**src/rtl/tt_um_enieman.sv**
```systemverilog
// -----------------------------------------------------------------------------
// tt_um_enieman
//   TinyTapeout top level of the UART-programmable RV32I project. A host talks
//   to the chip over an 8N1 UART and gets byte-level access to a 16 x 32-bit
//   program/data memory, an 8-bit GPIO output register and an 8-bit GPIO
//   output-enable register. It can also sample the GPIO input pins.
//
//   Command set (first byte selects the command):
//     'W' addr d0 d1 d2 d3 -> mem[addr[3:0]] = {d3,d2,d1,d0}, reply ACK (0x06)
//     'R' addr             -> reply mem[addr[3:0]] as 4 bytes, d0 first
//     'O' val              -> uio_out = val, reply ACK
//     'E' val              -> uio_oe  = val, reply ACK
//     'I'                  -> reply uio_in as sampled when 'I' completes
//     anything else        -> reply NAK (0x15)
//
// Ports:
//   clk     system clock, all logic on the rising edge
//   rst_n   asynchronous active-low reset
//   ena     design-selected strobe (unused)
//   ui_in   [0] uart_rx (idle high), [7:1] unused
//   uo_out  [0] uart_tx, [1] busy, [2] frame_err, [7:3] zero
//   uio_in  GPIO input pins
//   uio_out GPIO output register
//   uio_oe  GPIO output-enable register (1 = drive)
// -----------------------------------------------------------------------------
module tt_um_enieman #(
    parameter int CLKS_PER_BIT = 104
) (
    input  logic       clk,
    input  logic       rst_n,
    input  logic       ena,
    input  logic [7:0] ui_in,
    output logic [7:0] uo_out,
    input  logic [7:0] uio_in,
    output logic [7:0] uio_out,
    output logic [7:0] uio_oe
);

    localparam logic [15:0] BIT_LAST  = 16'(CLKS_PER_BIT - 1);
    localparam logic [15:0] HALF_LAST = 16'(CLKS_PER_BIT / 2 - 1);

    localparam logic [7:0] CMD_W = 8'h57;
    localparam logic [7:0] CMD_R = 8'h52;
    localparam logic [7:0] CMD_O = 8'h4F;
    localparam logic [7:0] CMD_E = 8'h45;
    localparam logic [7:0] CMD_I = 8'h49;
    localparam logic [7:0] ACK   = 8'h06;
    localparam logic [7:0] NAK   = 8'h15;

    logic unused_ok;
    assign unused_ok = &{1'b0, ena, ui_in[7:1]};

    // -------------------------------------------------------------------------
    // UART receiver
    // -------------------------------------------------------------------------
    typedef enum logic [1:0] {RX_IDLE, RX_START, RX_DATA, RX_STOP} rx_state_t;

    rx_state_t   rx_state;
    logic [1:0]  rx_sync;
    logic        rx_prev;
    logic [15:0] rx_cnt;
    logic [2:0]  rx_bit;
    logic [7:0]  rx_byte;
    logic        rx_valid;
    logic        rx_err;
    logic        frame_err;
    logic        rx_s;

    assign rx_s = rx_sync[1];

    // NOTE: sequential state uses non-blocking assignments only, so every
    // register samples the pre-edge values of the others.
    always_ff @(posedge clk or negedge rst_n) begin
        if (!rst_n) begin
            rx_state  <= RX_IDLE;
            rx_sync   <= 2'b11;
            rx_prev   <= 1'b1;
            rx_cnt    <= '0;
            rx_bit    <= '0;
            rx_byte   <= '0;
            rx_valid  <= 1'b0;
            rx_err    <= 1'b0;
            frame_err <= 1'b0;
        end else begin
            rx_sync  <= {rx_sync[0], ui_in[0]};
            rx_prev  <= rx_s;
            rx_valid <= 1'b0;
            rx_err   <= 1'b0;
            case (rx_state)
                RX_IDLE: begin
                    if (rx_prev && !rx_s) begin
                        rx_state <= RX_START;
                        rx_cnt   <= '0;
                    end
                end
                RX_START: begin
                    // A start bit that is high again at mid-bit was a glitch.
                    if (rx_cnt == HALF_LAST) begin
                        rx_cnt   <= '0;
                        rx_bit   <= '0;
                        rx_state <= rx_s ? RX_IDLE : RX_DATA;
                    end else begin
                        rx_cnt <= rx_cnt + 16'd1;
                    end
                end
                RX_DATA: begin
                    if (rx_cnt == BIT_LAST) begin
                        rx_cnt  <= '0;
                        rx_byte <= {rx_s, rx_byte[7:1]};
                        rx_bit  <= rx_bit + 3'd1;
                        if (rx_bit == 3'd7) rx_state <= RX_STOP;
                    end else begin
                        rx_cnt <= rx_cnt + 16'd1;
                    end
                end
                RX_STOP: begin
                    if (rx_cnt == BIT_LAST) begin
                        rx_state <= RX_IDLE;
                        if (rx_s) begin
                            rx_valid  <= 1'b1;
                            frame_err <= 1'b0;
                        end else begin
                            rx_err    <= 1'b1;
                            frame_err <= 1'b1;
                        end
                    end else begin
                        rx_cnt <= rx_cnt + 16'd1;
                    end
                end
                default: rx_state <= RX_IDLE;
            endcase
        end
    end

    // -------------------------------------------------------------------------
    // UART transmitter
    // -------------------------------------------------------------------------
    logic        tx_start;
    logic [7:0]  tx_data;
    logic        tx_active;
    logic [8:0]  tx_shift;   // data bits still to send, stop bit on top
    logic [3:0]  tx_bit;     // 0 = start, 1..8 = data, 9 = stop
    logic [15:0] tx_cnt;
    logic        uart_tx;

    always_ff @(posedge clk or negedge rst_n) begin
        if (!rst_n) begin
            tx_active <= 1'b0;
            tx_shift  <= '1;
            tx_bit    <= '0;
            tx_cnt    <= '0;
            uart_tx   <= 1'b1;
        end else if (!tx_active) begin
            if (tx_start) begin
                tx_active <= 1'b1;
                tx_shift  <= {1'b1, tx_data};
                tx_bit    <= '0;
                tx_cnt    <= '0;
                uart_tx   <= 1'b0;
            end
        end else if (tx_cnt == BIT_LAST) begin
            tx_cnt <= '0;
            if (tx_bit == 4'd9) begin
                tx_active <= 1'b0;
                uart_tx   <= 1'b1;
            end else begin
                tx_bit   <= tx_bit + 4'd1;
                uart_tx  <= tx_shift[0];
                tx_shift <= {1'b1, tx_shift[8:1]};
            end
        end else begin
            tx_cnt <= tx_cnt + 16'd1;
        end
    end

    // -------------------------------------------------------------------------
    // Command parser
    // -------------------------------------------------------------------------
    typedef enum logic [2:0] {IDLE, GET_ADDR, GET_DATA, GET_VAL, REPLY} p_state_t;

    p_state_t    state, next_state;
    logic [7:0]  cmd;
    logic [3:0]  addr;
    logic [23:0] data_buf;     // {d2,d1,d0} once three data bytes are in
    logic [1:0]  byte_cnt;
    logic [31:0] reply_buf;    // next byte to send in [7:0]
    logic [2:0]  reply_left;
    logic [31:0] mem [16];

    logic        capture_cmd, capture_addr, capture_data;
    logic        mem_we, out_we, oe_we;
    logic        load_reply;
    logic [31:0] reply_val;
    logic [2:0]  reply_len;

    always_ff @(posedge clk or negedge rst_n) begin
        if (!rst_n) state <= IDLE;
        else        state <= next_state;
    end

    // NOTE: every output of this block gets a default first, so no path can
    // leave a value unassigned and infer a latch.
    always_comb begin
        next_state   = state;
        capture_cmd  = 1'b0;
        capture_addr = 1'b0;
        capture_data = 1'b0;
        mem_we       = 1'b0;
        out_we       = 1'b0;
        oe_we        = 1'b0;
        load_reply   = 1'b0;
        reply_val    = 32'h0;
        reply_len    = 3'd0;
        tx_start     = 1'b0;
        case (state)
            IDLE: begin
                if (rx_valid) begin
                    capture_cmd = 1'b1;
                    case (rx_byte)
                        CMD_W, CMD_R: next_state = GET_ADDR;
                        CMD_O, CMD_E: next_state = GET_VAL;
                        CMD_I: begin
                            next_state = REPLY;
                            load_reply = 1'b1;
                            reply_val  = {24'h0, uio_in};
                            reply_len  = 3'd1;
                        end
                        default: begin
                            next_state = REPLY;
                            load_reply = 1'b1;
                            reply_val  = {24'h0, NAK};
                            reply_len  = 3'd1;
                        end
                    endcase
                end
            end
            GET_ADDR: begin
                if (rx_err) begin
                    next_state = IDLE;
                end else if (rx_valid) begin
                    capture_addr = 1'b1;
                    if (cmd == CMD_R) begin
                        next_state = REPLY;
                        load_reply = 1'b1;
                        reply_val  = mem[rx_byte[3:0]];
                        reply_len  = 3'd4;
                    end else begin
                        next_state = GET_DATA;
                    end
                end
            end
            GET_DATA: begin
                if (rx_err) begin
                    next_state = IDLE;
                end else if (rx_valid) begin
                    if (byte_cnt == 2'd3) begin
                        mem_we     = 1'b1;
                        next_state = REPLY;
                        load_reply = 1'b1;
                        reply_val  = {24'h0, ACK};
                        reply_len  = 3'd1;
                    end else begin
                        capture_data = 1'b1;
                    end
                end
            end
            GET_VAL: begin
                if (rx_err) begin
                    next_state = IDLE;
                end else if (rx_valid) begin
                    out_we     = (cmd == CMD_O);
                    oe_we      = (cmd == CMD_E);
                    next_state = REPLY;
                    load_reply = 1'b1;
                    reply_val  = {24'h0, ACK};
                    reply_len  = 3'd1;
                end
            end
            REPLY: begin
                // Incoming bytes are ignored here; leave once the last stop
                // bit has gone out.
                if (reply_left != 3'd0) tx_start = !tx_active;
                else if (!tx_active)    next_state = IDLE;
            end
            default: next_state = IDLE;
        endcase
    end

    assign tx_data = reply_buf[7:0];

    always_ff @(posedge clk or negedge rst_n) begin
        if (!rst_n) begin
            cmd        <= '0;
            addr       <= '0;
            data_buf   <= '0;
            byte_cnt   <= '0;
            reply_buf  <= '0;
            reply_left <= '0;
            uio_out    <= '0;
            uio_oe     <= '0;
        end else begin
            if (capture_cmd) cmd <= rx_byte;
            if (capture_addr) begin
                addr     <= rx_byte[3:0];
                byte_cnt <= '0;
            end
            if (capture_data) begin
                data_buf <= {rx_byte, data_buf[23:8]};
                byte_cnt <= byte_cnt + 2'd1;
            end
            if (out_we) uio_out <= rx_byte;
            if (oe_we)  uio_oe  <= rx_byte;
            if (load_reply) begin
                reply_buf  <= reply_val;
                reply_left <= reply_len;
            end else if (tx_start) begin
                reply_buf  <= {8'h0, reply_buf[31:8]};
                reply_left <= reply_left - 3'd1;
            end
        end
    end

    // NOTE: the memory is a register array that must read as zero after
    // reset, so it sits on the async reset like any other state.
    always_ff @(posedge clk or negedge rst_n) begin
        if (!rst_n) begin
            for (int i = 0; i < 16; i++) mem[i] <= '0;
        end else if (mem_we) begin
            mem[addr] <= {rx_byte, data_buf};
        end
    end

    assign uo_out = {5'b0, frame_err, (state != IDLE), uart_tx};

endmodule

```
**config.mk**
```make
export PLATFORM = sky130hd
export DESIGN_NAME = tt_um_enieman
export DESIGN_NICKNAME = d
export VERILOG_FILES = /design/src/rtl/tt_um_enieman.sv
export SDC_FILE = /design/constraint.sdc
export NUM_CORES = 1
export LEC_CHECK = 0
export BUFFER_PORTS_ARGS = -buffer_cell sky130_fd_sc_hd__buf_2
export CORE_UTILIZATION = 40
export DETAILED_ROUTE_END_ITERATION = 16
export PLACE_DENSITY = 0.63
export SLEW_MARGIN = 20
export SYNTH_ARGS = -nofsm -noshare
export SYNTH_HDL_FRONTEND = slang
export SYNTH_SLANG_ARGS = --single-unit
```
**constraint.sdc**
```tcl
create_clock -name clk -period 7.6 [get_ports clk]
set_clock_uncertainty 0.15 [all_clocks]
set_input_delay 0 -clock clk [delete_from_list [all_inputs] [get_ports clk]]
set_output_delay 0 -clock clk [all_outputs]
set_load 0.02 [all_outputs]
```
## After elaboration in Yosys (flattened, before gate mapping)

Index checks and enable logic that the tools add are counted.

| storage, ports and cells | value |
|---|---|
| word-level logic and storage cells | 222 |
| register bits | 670 |

| operators by class | value |
|---|---|
| $lt $le $gt $ge | 3 |
| equality and inequality tests | 36 |
| multiplexer cells | 113 |
| $add $sub $neg | 6 |
| bitwise operators | 2 |
| reductions and logical operators | 23 |

Operators with widths:

| kind | number |
|---|---|
| 512-bit bitwise mux | 1 |
| 32-bit 2-to-1 mux | 8 |
| 32-bit binary-select mux with 4-bit select | 1 |
| 32-bit demux with 4-bit select | 1 |
| 32-bit case mux with 4 select lines | 1 |
| 16-bit 2-to-1 mux | 7 |
| 3-bit 2-to-1 mux | 23 |
| 8-bit by 7-bit == test with 1-bit output (second input constant) | 8 |
| 16-bit case mux with 4 select lines | 1 |
| 1-bit 2-to-1 mux | 46 |
| 9-bit 2-to-1 mux | 4 |
| 16-bit by 1-bit adder with 16-bit output (second input constant) | 2 |
| 16-bit by 7-bit == test with 1-bit output (second input constant) | 2 |
| 2-bit inequality test (second input constant) | 10 |
| 16-bit by 6-bit == test with 1-bit output (second input constant) | 1 |
| 2-bit 2-to-1 mux | 8 |
| 4-bit 2-to-1 mux | 4 |
| 8-bit case mux with 2 select lines | 1 |
| 3-bit case mux with 5 select lines | 1 |
| 3-bit inequality test (second input constant) | 4 |
| 3-bit case mux with 2 select lines | 2 |
| 3-bit case mux with 4 select lines | 1 |
| 5-bit >= comparator (second input constant) | 2 |
| 4-bit inverter with 5-bit output | 2 |
| 27 further kinds | 42 |

## Longest topological paths before layout

Gate-level depths: netlist of the first run.

| logic depth | value |
|---|---|
| word-level depth | 9 |
| gate-level depth with buffers | 10 |
| gate-level depth less buffers | 8 |

## Worst setup path before layout of the first run

Ideal clock, no wire load.

| timing path | value |
|---|---|
| kind | reg2reg |
| start | register rx_byte[0] |
| end | register reply_buf[14] |
| arrival time | 2.291 ns |
| buffers on the path | 3 |
| data required time | 7.317 ns |
| slack | 5.026 ns |
| stages on the path, launching flop included | 8 |
| period minus slack after synthesis | 2.574 ns |
| cell sequence | dfrtp_1 -> buf_2 -> buf_2 -> buf_1 -> mux4_2 -> mux4_2 -> nand2_1 -> o21ai_0 |

| on the way | value |
|---|---|
| longest elaborated chain between the ends | 9 |
| elaborated cells between the ends (all ways) | 18 |
| those cells by class | eq/ne (4); mux (11); bitwise (1); reduce/logical (2) |

Ends and longest elaborated chain:

| element | RTL line | text |
|---|---|---|
| start, declared | 63 | `logic [7:0] rx_byte;` |
| start signal, assigned | 109 | `rx_byte <= {rx_s, rx_byte[7:1]};` |
| 4-bit inverter with 5-bit output (implied by the code) | 245 | `reply_val = mem[rx_byte[3:0]];` |
| 32-bit binary-select mux with 4-bit select | 245 |  |
| 32-bit 2-to-1 mux (implied by the code) (2 in series) | 245 |  |
| 32-bit 2-to-1 mux | 242 | `if (cmd == CMD_R) begin` |
| 32-bit 2-to-1 mux | 240 | `end else if (rx_valid) begin` |
| 32-bit 2-to-1 mux | 238 | `if (rx_err) begin` |
| 32-bit case mux with 4 select lines | 215 | `case (state)` |
| 32-bit 2-to-1 mux | 313 | `if (load_reply) begin` |
| end signal, assigned | 314 | `reply_buf <= reply_val;` |
| end signal, assigned | 317 | `reply_buf <= {8'h0, reply_buf[31:8]};` |
| end, declared | 186 | `logic [31:0] reply_buf;` |

Several ways; a longest one is shown, not always the timed one. The select of a mux whose other input is x is not followed.
A chain may end at the register's enable or synchronous reset.

## Worst setup path after layout of the first run

| timing path | value |
|---|---|
| start | register rx_byte[0] |
| end | register reply_left[1] |

| on the way | value |
|---|---|
| longest elaborated chain between the ends | 6 |
| elaborated cells between the ends (all ways) | 10 |
| those cells by class | eq/ne (4); mux (4); reduce/logical (2) |

Ends and longest elaborated chain:

| element | RTL line | text |
|---|---|---|
| 8-bit by 7-bit == test with 1-bit output | 219 | `case (rx_byte)` |
| 4-bit OR reduction (no line) (*) | - |  |
| 1-bit 2-to-1 mux (*) | 219 |  |
| 1-bit 2-to-1 mux (*) | 217 | `if (rx_valid) begin` |
| 1-bit case mux with 4 select lines (*) | 215 |  |
| 3-bit 2-to-1 mux / 2-bit nonzero test (equally long branches) | - |  |
| end signal, assigned | 315 | `reply_left <= reply_len;` |
| end signal, assigned | 318 | `reply_left <= reply_left - 3'd1;` |
| end, declared | 187 | `logic [2:0] reply_left;` |

Mark *: on every way between the ends. The rest lies on a longest branch, timed or not.

==> flow_results.org, run 1 <==
** Global route
- The via count of the first global-routing pass is 18800.
- Entering global routing, the biggest net connects 134 pins.
- In the global route stage, overall resource usage came out at 0.194.
- After global routing the overflow that remains totals 0.
- First-pass GRT wire length :: 115000 um
- The number of antenna violations at the first check in global routing is 1.

** Job
- Max_cap viols :: 0

** Placed design
- At the end of routability-driven placement, the weighted congestion stood at 0.808.
- Input and output buffers added on the ports amount to 29.
- Placed Instances :: 2943
- The HPWL after detailed placement is 40400 um.
- After detailed placement, the total cell area comes to 31300 um2.
- Prior to clock tree synthesis, the placed netlist has a worst setup slack of 3.83 ns.

** STA
- Headroom to the max-slew limit came out at 0.325.
- For this run, the top clock speed supported by timing is 0.269 GHz.
- Max-slew violations :: 0
- Setup total negative slack on the finished layout was measured at 0 ns.
- Dividing the final minimum period by the clock period gives 0.489.
- The hold violation total from the final report was 0.
- Final setup fails :: 0
- At the pin with the least slew margin, the transition time is 1.01 ns.
- Counting I/O delays and the setup requirement, the final critical path takes 3.71 ns.
- Once routing completed, OpenROAD measured the worst setup slack at 3.89 ns.
- RSZ-0062 raised after global routing :: no

** Clock tree
- Buffers inserted by post-CTS timing repair :: 0
- Number of sinks handled by clock tree synthesis :: 669
- TritonCTS built the clock tree.
- The clock reaches the later pin of the worst-skew pair after 0.62 ns.
- Counting along the longest clock path gives a buffer depth of 3.
- The H-tree generated during clock tree synthesis spans 3 levels.
- In this run, post-CTS repair resized a total of 0 instances.
- Clock slew at the register clock pins of the worst setup and hold paths :: 0.06 ns
- For this design, the CTS-stage hold fixing added 13 buffers.
- TritonCTS created 72 clock buffers.
- The tree is rooted in a clkbuf_16.

** Synth
- Synthesis inferred 669 register bits.
- After synthesis the cells add up to 30300 um2.
- Multiplexer fraction of the synthesized cell area :: 0.329
- In this run, distinct cell masters in the synthesized netlist total 70.
- Of the total synthesized cell area, the portion taken by XOR and XNOR cells is 0.00405.
- The compound-gate portion of the synthesized area is 0.0367.
- Of all cell types, the one taking the most synthesized area is dfrtp_1.
- In the synthesized netlist the dominant register cell turns out to be dfrtp_1.
- EDFF count, synth :: 0
- Syn Inst Count :: 2081
- Yosys printed 0 warnings.
- Area contributors post-synth :: dfrtp_1 (54%), mux2_2 (21%), mux4_2 (11%), clkbuf_1 (1.4%), nand2_1 (1.3%)
- The share of the Yosys chip area taken by registers is 0.553.
- Yosys top cell area share :: 0.543
- After synthesis, the largest family of logic cells by area is multiplexers.
- Of the total synthesized cell area, the portion taken by AND, OR, NAND and NOR gates is 0.0459.
- Share of synthesized cell area in full adder, half adder and majority cells :: 0.00372
- A synthesized cell averages 14.6 um2.
- For this run, asynchronously set or reset flops after synthesis account for 1.00.

** Floorplan
- For this configuration, the core starts out at a cell density of 0.405.
- Area of the core region :: 74700 um2
- Die area :: 76800 um2
- Pin placement for this block handled 43 I/O pins.
- Height of the die :: 277 um
- Cell row count :: 100
- Die outline width :: 277 um

** Worst setup path
- In this run the worst path has a maximum fanout of 94.
- The worst setup path is captured at a flop.
- Worst Path Required :: 7.94 ns
- The critical path is of the flop to flop type.
- FF-to-FF setup slack :: 3.89 ns
- Data on the critical path arrives at its endpoint at 4.05 ns.
- Worst setup path startpoint :: rx_byte[0]
- End point of the critical path :: reply_left[1]
- Category of the worst setup path launch point :: flop
- The worst register-to-register path begins at rx_byte[0].
- Critical R2R Capture :: reply_left[1]
- Number of cells on the worst reg-to-reg path :: 6

** Final layout
- Proportion of layout cells with a drive suffix above 1 :: 0.434
- The multi-input combinational cells in the finished layout cover a total of 12800 um2.
- The net count of the finished layout is 2089.
- Compared with the post-synthesis result, the final layout area differs by 11.8%.
- Total area of sequential cells :: 16800 um2
- With fillers left out, the area of the finished cells amounts to 33800 um2.
- Post-route core utilization :: 0.453
- Number of fill cells in the layout :: 6522
- Non-filler cells in the finished layout :: 3083

** Route
- After detailed routing, the average wire length per cell comes to 23.4 um.
- After detailed routing, the number of vias per cell comes to 5.73.
- The detail route stage leaves a number of antenna-violating nets equal to 0.
- For this block, the via count after detailed routing is 17700.
- Post-Route WL :: 72300 um
- After detailed routing, the number of remaining DRC violations is 0.
- Initial DRT Pass Iterations :: 5
- For this block, the initial DRC count from the detailed router was 1287.

** Hold path
- Beginning of the worst hold path :: uio_in[7]
- Hold Path Class :: input pin to flop

** Power
- The worst-case IR drop observed on VDD is 137 uV.
- Leakage power :: 15.8 nW
- For this design the ratio of total power to cell area is 216 nW/um2.

** Run status
- Run status :: complete, no violations
-- cell usage after synthesis (5+ instances only) --
cell type  number
dfrtp_1       657
mux2_2        557
mux4_2        148
clkbuf_1      113
nand2_1       104
o21ai_0        75
nor2_1         46
buf_2          40
mux2i_1        35
inv_1          22
nand3_1        19
a21oi_1        16
buf_1          15
nor3_1         15
a22o_1         12
dfstp_2        12
nand4_1        12
or3_1          12
nand2b_1       10
ha_1            9
nor2b_1         9
and2_1          8
xor2_1          8
buf_4           7
nor4_1          7
o22ai_1         7
o211ai_1        6
or2_2           6
xnor2_1         6
a22oi_1         5
a2bb2oi_1       5
a31oi_1         5
o31ai_1         5
-- sequential cells by signal, indices dropped and copies added, names as in the netlist, 4 cells and up, named ones only --
signal and flops:
reply_buf 32, tx_cnt 16, addr 4, rx_cnt 16, tx_shift 8, uio_out 8
cmd 8, mem 512, uio_oe 8, rx_byte 8, data_buf 24, tx_bit 4
-- metal layers --
layer	wire, um	up-vias	global-route usage
met5	7	-	0
met1	33300	9563	0.273
met4	1790	2	0.0578
li1	-	7614	-
met3	2870	125	0.0335
met2	34400	352	0.307
-- through the flow --
stage / power (mW) / hold slack [ns]
floorplan: 3.76 / -0.446
global placement: 3.86 / -0.0925
detailed placement: 3.86 / -0.0771
CTS: 7.41 / 0.101
global route: 7.58 / 0.140
finish: 7.32 / 0.132
-- worst max-delay path, cell delays in order, from the launching register on --
cell	delay, ns
dfrtp_4	0.78
buf_12	0.55
nand2b_1	0.17
o31a_1	0.33
a21oi_1	0.39
nand3_1	0.74
a211oi_1	0.46
-- report_power, final --
group          switching (mW)  internal, mW
Sequential             0.0256          3.58
Combinational           0.139        0.0554
Clock                    1.42          2.10
-- layout by cell type, fill, tap and decap left out, drive strengths merged, types with 9 or more instances in the layout --
cell type / n
a21oi: 16
a22o: 12
buf: 65
clkbuf: 111
dfrtp: 657
dfstp: 12
dlygate4sd3: 12
ha: 9
inv: 25
mux2: 558
mux2i: 35
mux4: 148
nand2: 104
nand2b: 10
nand3: 19
nand4: 12
nor2: 46
nor2b: 9
nor3: 16
o21ai: 78
or3: 12
-- cells by family (layout without fill, tap and decap cells) --
| kind of cell | count (synthesis) | count (layout) |
|---|---|---|
| multiplexers | 741 | 741 |
| flip-flops | 669 | 669 |
| AND/OR/NAND/NOR | 277 | 277 |
| buffers and inverters | 197 | 225 |
| AO/OA/AOI/OAI | 173 | 173 |
| XOR/XNOR | 14 | 14 |
| adder cells (fa/ha/maj) | 9 | 9 |
| other | 1 | 6 |
-- area by class of cell --
| type | instances | area share |
|---|---|---|
| Clock buffer | 111 | 0.0642 |
| Tap cell | 969 | 0.0358 |
| Antenna cell | 1 | 0.0000739 |
| Sequential cell | 669 | 0.495 |
| Multi-Input combinational cell | 1219 | 0.378 |
| Clock inverter | 15 | 0.00569 |
| Inverter | 22 | 0.00244 |
| Timing Repair Buffer | 77 | 0.0183 |
-- worst min path at each step --
| stage | to | slack (ns) | cells after the start |
|---|---|---|---|
| floorplan | asynchronous set/reset pin | -0.45 | 0 |
| global placement | rx_cnt[11] | -0.09 | 1 |
| detailed placement | rx_cnt[15] | -0.08 | 1 |
| CTS | reply_buf[7] | 0.10 | 4 |
| global route | reply_buf[7] | 0.14 | 4 |
| finish | reply_buf[7] | 0.13 | 4 |
No activity file was read; power rests on OpenSTA's default activity.
==> inputs of run 2 (changes only) <==
--- a/config.mk
+++ b/config.mk
@@ -8,7 +8,7 @@
 export BUFFER_PORTS_ARGS = -buffer_cell sky130_fd_sc_hd__buf_2
 export CORE_UTILIZATION = 40
 export DETAILED_ROUTE_END_ITERATION = 16
-export PLACE_DENSITY = 0.63
+export PLACE_DENSITY = 0.65
 export SLEW_MARGIN = 20
 export SYNTH_ARGS = -nofsm -noshare
 export SYNTH_HDL_FRONTEND = slang
==> constraint.sdc (replaced) <==
create_clock -name clk -period 3.32 [get_ports clk]
set_clock_uncertainty 0.15 [all_clocks]
set_input_delay 0 -clock clk [delete_from_list [all_inputs] [get_ports clk]]
set_output_delay 0 -clock clk [all_outputs]
set_load 0.02 [all_outputs]
==> flow_results.org, run 2 (synthesis gave the netlist of run 1 again) <==
** Final layout
- Final layout net count :: 2129
- Area of the multi-input gates :: 12800 um2
- Largest registers :: mem x512, reply_buf x32, data_buf x24
- Number of fill cells in the layout :: 6409
- The register with the most flip-flops in the layout has 512 of them.
- Of the cells placed in the final design, the portion with a size suffix greater than 1 is 0.446.
- Leaving out fill and tap cells, the most frequent cell in the layout is dfrtp_1.
- Count of inserted antenna diode cells :: 0
- The register with the most flip-flops in the final layout is mem.
- Leaving out fill and tap cells, the most frequent cells in the layout are dfrtp_1 (653), mux2_2 (557), mux4_2 (148).
- After routing the design area is 34500 um2.
- The sequential cells in the finished layout cover a total of 16800 um2.
- Area growth, synth to finish :: 13.9%
- Measured on the finished design, the core utilization comes to 0.462.

** STA
- The hold violation total from the final report is 0.
- For this run, the top clock speed supported by timing is 0.352 GHz.
- Setup violations remaining at the end of the flow were counted as 0.
- The worst pin sits at a relative slew slack of 0.398.
- Setup repair after global routing left no endpoint under its margin.
- Least-Margin Pin Slew :: 0.903 ns
- Of the available clock period, the critical path in the final layout requires 0.855.
- Max-slew violations :: 0
- The worst path in the final design needs a cycle of 2.84 ns, including I/O delays and setup.
- Setup TNS :: 0 ns

** Global route
- Met3 Usage GRT :: 0.0330
- Vias in the first global route :: 18900
- Entering global routing, the biggest net connects 102 pins.
- Total track usage :: 0.194
- The number of antenna violations at the first check in global routing is 0.
- In the global route stage, met1 resource usage came out at 0.264.
- For this run, global-route usage on met2 was measured as 0.316.
- The global routing stage identified its most utilized layer as met2.
- The first global-routing pass estimated 115000 um of wire.
- Summed over all layers, the global routing overflow is 0.

** Floorplan
- Die outline width :: 277 um
- Height of the die :: 277 um
- Area of the core region :: 74700 um2
- The floorplan has 100 rows.
- The die covers 76800 um2.
- Starting density of the core :: 0.405
- Num ports :: 43

** Placed design
- HPWL after detailed placement :: 41700 um
- Area post-placement :: 31900 um2
- Final RePlAce weighted congestion :: 0.827
- Port-buffer cells :: 29

** Clock tree
- Clock slew at the register clock pins of the worst setup and hold paths :: 0.06 ns
- The later pin in the worst-skew pair is clocked with a latency of 0.61 ns.
- Master cell of the clock root buffer :: clkbuf_16
- CTS tree :: built
- Buffer levels on the longest clock path :: 3
- CTS built an H-tree with a depth of 3.
- TritonCTS Buffers :: 73
- Number of sinks handled by clock tree synthesis :: 669

** Power
- In this run the power spent charging and discharging nets is 3.61 mW.
- The share of total power dissipated in sequential elements is 0.489.
- Cell Pwr Density :: 490 nW/um2
- Across the VDD grid, the largest voltage drop is 372 uV.
- Combinational share of power :: 0.027
- Cell internal power was estimated by the tool at 13.3 mW.
- Leakage power :: 16.1 nW
- Clock Power Share :: 0.483
- Net switching share of the total power :: 0.214

** Worst setup path
- STA classifies the critical path endpoint as a flop.
- Maximum single-stage delay on the critical path :: 0.67 ns
- The worst setup path is launched from a flop.
- Crit-path max FO :: 18
- CP max stage cell :: dfrtp_4
- Data on the critical path arrives at its endpoint at 3.17 ns.
- The critical path goes through buf_4 > nor4b_1 > a2bb2oi_1 > a21o_1 > or3_1 > o22a_1.
- The worst setup path is of the flop to flop kind.
- Worst Path Required :: 3.65 ns

** Route
- The first detailed-routing pass ran for 5 iterations.
- Routed WL per cell :: 23.3 um
- Number of remaining DRC errors :: 0
- Initial drt markers :: 1016
- In the routed layout, each cell is associated on average with a via count of 5.70.
- Antenna Violating Nets Remaining :: 0
- Vias after detailed routing :: 17800
- The routed design has 72500 um of wire.

** Hold path
- The tightest min-delay check is of the input pin to flop type.

** Run status
- The run finished with clean final reports.

** Job
- Max_cap viols :: 0
[run 2: cell types whose count changed in the layout (fill, tap and decap cells not counted), sizes merged]
cell | previous run | this run
buf | 65 | 104
clkbuf | 111 | 107
bufinv | 4 | 5
diode | 1 | 0
inv | 25 | 24
[run 2: metal layers]
metal,up-vias,part of all wire
met1,9558,0.44
met5,-,0
met4,0,0.024
met2,382,0.49
met3,124,0.046
li1,7694,-
[run 2: final cells by class]
cell class | count | share of cell area
clock buffers | 107 | 0.0635
clock inverters | 15 | 0.00609
flip-flops and latches | 669 | 0.486
inverters | 22 | 0.00239
multi-input cells | 1219 | 0.371
repair buffers | 116 | 0.0358
well taps | 969 | 0.0351
[run 2: repair_timing]
item,in CTS,in global routing
hold buffers,13,0
resized for setup,0,0
setup buffers,0,0
endpoints found under the hold margin,667,0
[run 2: through the flow]
stage	std cells	worst slack, ns	hold slack, ns	power (mW)
3_5_place_dp	2982	0.533	-0.109	8.86
4_1_cts	3117	0.491	0.0721	17.1
6_report	3117	0.480	0.104	16.9
5_1_grt	3117	0.315	0.113	17.4
3_3_place_gp	2982	0.569	-0.121	8.84
2_1_floorplan	2085	0.746	-0.446	8.60
[run 2: critical path: cells and delay by family (launching register included)]
| family | cells | cell delay [ns] |
|---|---|---|
| and+or+nand+nor | 2 | 0.97 |
| AOI/OAI and AO/OA | 3 | 0.68 |
| DFF | 1 | 0.67 |
| buffers and inverters | 1 | 0.24 |
[run 2: power groups by stage]
stage / combinational, mW / sequential, mW / clock, mW
finish: 0.457 / 8.27 / 8.16
global route: 0.525 / 8.27 / 8.65
CTS: 0.470 / 8.26 / 8.33
detailed placement: 0.453 / 8.41 / 0
global placement: 0.431 / 8.41 / 0
floorplan: 0.206 / 8.39 / 0
[run 2: worst paths after layout]
| kind | from | endpoint | slack (ns) | depth (start not counted) |
|---|---|---|---|---|
| max reg2reg | rx_byte[0] | reply_buf[4] | 0.48 | 6 |
| max in group asynchronous | rst_n | mem[478] | 1.94 | 4 |
| max | rx_byte[0] | reply_buf[4] | 0.48 | 6 |
| min reg2reg | rx_sync[0] | rx_sync[1] | 0.21 | 0 |
| min | uio_in[7] | reply_buf[7] | 0.10 | 4 |
| min in group asynchronous | rst_n | rx_prev | 0.50 | 3 |
==> inputs of run 3 (changes only) <==
==> constraint.sdc (replaced) <==
create_clock -name clk -period 3.32 [get_ports clk]
set_clock_uncertainty 0.15 [all_clocks]
set_input_delay 0.332 -clock clk [delete_from_list [all_inputs] [get_ports clk]]
set_output_delay 0.332 -clock clk [all_outputs]
set_load 0.02 [all_outputs]
==> flow_results.org, run 3 (synthesis gave the netlist of run 1 again) <==
** Final layout
- Counting flops per register, the top entry is mem.
- In the final design database the tool counted 2132 nets.
- 0 antenna diodes ended up in the layout.
- The register with the most flip-flops in the layout has 512 of them.
- Measured on the finished design, the core utilization comes to 0.461.
- Most frequent standard cell in the layout excluding fill and tap cells :: dfrtp_1
- Of the cells placed in the final design, the portion with a size suffix greater than 1 is 0.452.
- Most frequent cells in the layout :: dfrtp_1 (653), mux2_2 (557), mux4_2 (148)
- Largest registers :: mem x512, reply_buf x32, data_buf x24
- With fillers left out, the area of the finished cells amounts to 34500 um2.
- Compared with the post-synthesis result, the final layout area differs by 13.8%.
- Non-filler cells in the finished layout :: 3128
- Number of fill cells in the layout :: 6453

** Worst setup path
- Counting cells, the worst reg-to-reg path comes to 6.
- Category of the worst setup path capture point :: flop
- Along the worst path, the maximum fanout reaches 19.
- FF-to-FF setup slack :: 0.54 ns
- The slowest stage of the critical path belongs to the cell dfrtp_1.
- Category of the most critical setup path :: flop to flop
- The worst setup path is launched from a flop.
- Data on the critical path arrives at its endpoint at 3.11 ns.
- In this run the critical register-to-register path is launched from state[1].
- STA puts the critical path data required time at 3.65 ns.
- The number of buffers and inverters on the critical path is 1.
- Broken down by cell family, the worst path's largest delay share belongs to simple AND/OR/NAND/NOR gates.
- Crit path cell chain :: nand4bb_1 > nor2_1 > nand3b_1 > or3_2 > buf_4 > mux2_2
- Critical R2R Capture :: mem[456]
- Maximum single-stage delay on the critical path :: 0.56 ns

** Floorplan
- The initial utilization of the core area, before any placement, comes to 0.405.
- The die covers 76800 um2.
- The core region is 74700 um2.
- After floorplanning, the core was divided into 100 placement rows.
- From bottom edge to top edge, the die measures 277 um.
- The die is 277 um wide.
- Pin placement for this block handled 43 I/O pins.

** Placed design
- Final RePlAce weighted congestion :: 0.825
- The HPWL after detailed placement is 42900 um.
- After detailed placement, the design holds a cell count of 2994.
- Once placement finished, the instance area stood at 32000 um2.
- Buffers placed on the I/O ports in this run total 29.

** Clock tree
- TritonCTS built the clock tree.
- Master cell of the clock root buffer :: clkbuf_16
- In this run the deepest clock path goes through 3 buffers.
- Clock slew at the register clock pins of the worst setup and hold paths :: 0.06 ns
- The H-tree generated during clock tree synthesis spans 3 levels.
- TritonCTS created 70 clock buffers.
- Total of cells resized after clock tree synthesis :: 0
- Clock Latency Late Sink :: 0.61 ns
- The tree built by TritonCTS fans out to 669 sinks.

** Route
- In the final routed layout, each cell accounts on average for 23.2 um.
- Post-Route WL :: 72500 um
- The detail route stage leaves a number of antenna-violating nets equal to 0.
- Number of remaining DRC errors :: 0
- The routed layout has 17800 vias.
- Using the TritonRoute via totals, the vias-per-cell ratio works out to 5.69.
- Initial drt markers :: 1356
- Before antenna repair, the detailed router went through 5 iterations.

** Global route
- After global routing the overflow that remains totals 0.
- Total track usage :: 0.195
- The first global-routing pass estimated 115000 um of wire.
- Largest net degree at the start of global routing :: 84
- The number of antenna violations at the first check in global routing came to 1.
- The via count of the first global-routing pass is 19200.

** Run status
- The run finished with clean final reports.

** Hold path
- Worst hold path cell count :: 4
- End point of the most critical hold path :: reply_buf[0]
- In this run the worst hold path is classified as input pin to flop.
- The worst hold path begins at uio_in[0].

** STA
- Number of hold violations in the final report :: 0
- Headroom to the max-slew limit came out at 0.408.
- Max Clk Rate :: 0.360 GHz
- Max-slew violations :: 0
- Tcrit/Tclk final :: 0.838
- Time the final worst path needs with I/O delays and setup :: 2.78 ns
- Least-Margin Pin Slew :: 0.888 ns
- Final setup fails :: 0
- Setup TNS :: 0 ns
- RSZ-0062 raised after global routing :: no

** Job
- Max_cap viols :: 0

** Power
- Dividing total power by cell area gives a power density of 487 nW/um2.
- The design draws 16.8 mW.
- VDD sags by at most 262 uV.
- Leakage power :: 16.2 nW
[run 3: changes by cell type in the layout (fill, tap and decap cells not counted), sizes merged]
cell and delta:
dlygate4sd3 -5, buf +11, clkinv +8, clkbuf -4, clkinvlp +1
[run 3: final cells by class]
type | instances | area [um2] | share of cell area
Clock buffer | 103 | 2120 | 0.0615
Inverter | 22 | 82.6 | 0.00240
Tap cell | 969 | 1210 | 0.0352
Timing Repair Buffer | 122 | 1210 | 0.0351
Multi-Input combinational cell | 1219 | 12800 | 0.371
Sequential cell | 669 | 16800 | 0.487
Clock inverter | 24 | 269 | 0.00781
[run 3: worst max-delay path by stage]
stage / start / endpoint / slack, ns / cells after the start
5_1_grt: state[1] / mem[459] / 0.41 / 6
4_1_cts: rx_byte[0] / reply_buf[13] / 0.56 / 6
6_report: state[1] / mem[456] / 0.54 / 6
2_1_floorplan: rx_byte[0] / reply_buf[14] / 0.75 / 7
3_3_place_gp: rx_byte[0] / reply_buf[9] / 0.58 / 6
3_5_place_dp: rx_byte[0] / reply_buf[13] / 0.57 / 6
[run 3: worst reg2reg max path, delay by kind of cell, from the launching register on]
family,cells,cell delay [ns]
flops,1,0.56
buf+inv,1,0.30
simple gates,4,1.30
mux,1,0.34
[run 3: per-layer routing]
metal / wire length, um / vias up / part of all wire / global-route usage
met1: 32100 / 9584 / 0.44 / 0.264
met4: 1960 / 0 / 0.027 / 0.0662
met5: 0 / - / 0 / 0
met2: 35200 / 392 / 0.49 / 0.317
met3: 3220 / 112 / 0.044 / 0.0328
li1: - / 7722 / - / -
[run 3: through the flow]
stage	setup slack, ns	hold slack, ns
floorplan	0.746	-0.114
global placement	0.583	0.200
detailed placement	0.573	0.197
CTS	0.560	0.00391
global route	0.414	0.0537
finish	0.539	0.0355
[run 3: what timing repair did]
| action | in CTS | in global routing |
|---|---|---|
| setup buffers | 0 | 0 |
| endpoints found under the hold margin | 70 | 0 |
| hold buffers | 7 | 0 |
[run 3: where the power goes]
group | switching, mW | internal [mW] | leakage, nW | total [mW]
sequential | 0.0610 | 8.20 | 9.28 | 8.26
combinational | 0.325 | 0.137 | 5.69 | 0.462
clock | 3.24 | 4.83 | 1.18 | 8.07
total | 3.62 | 13.2 | 16.2 | 16.8
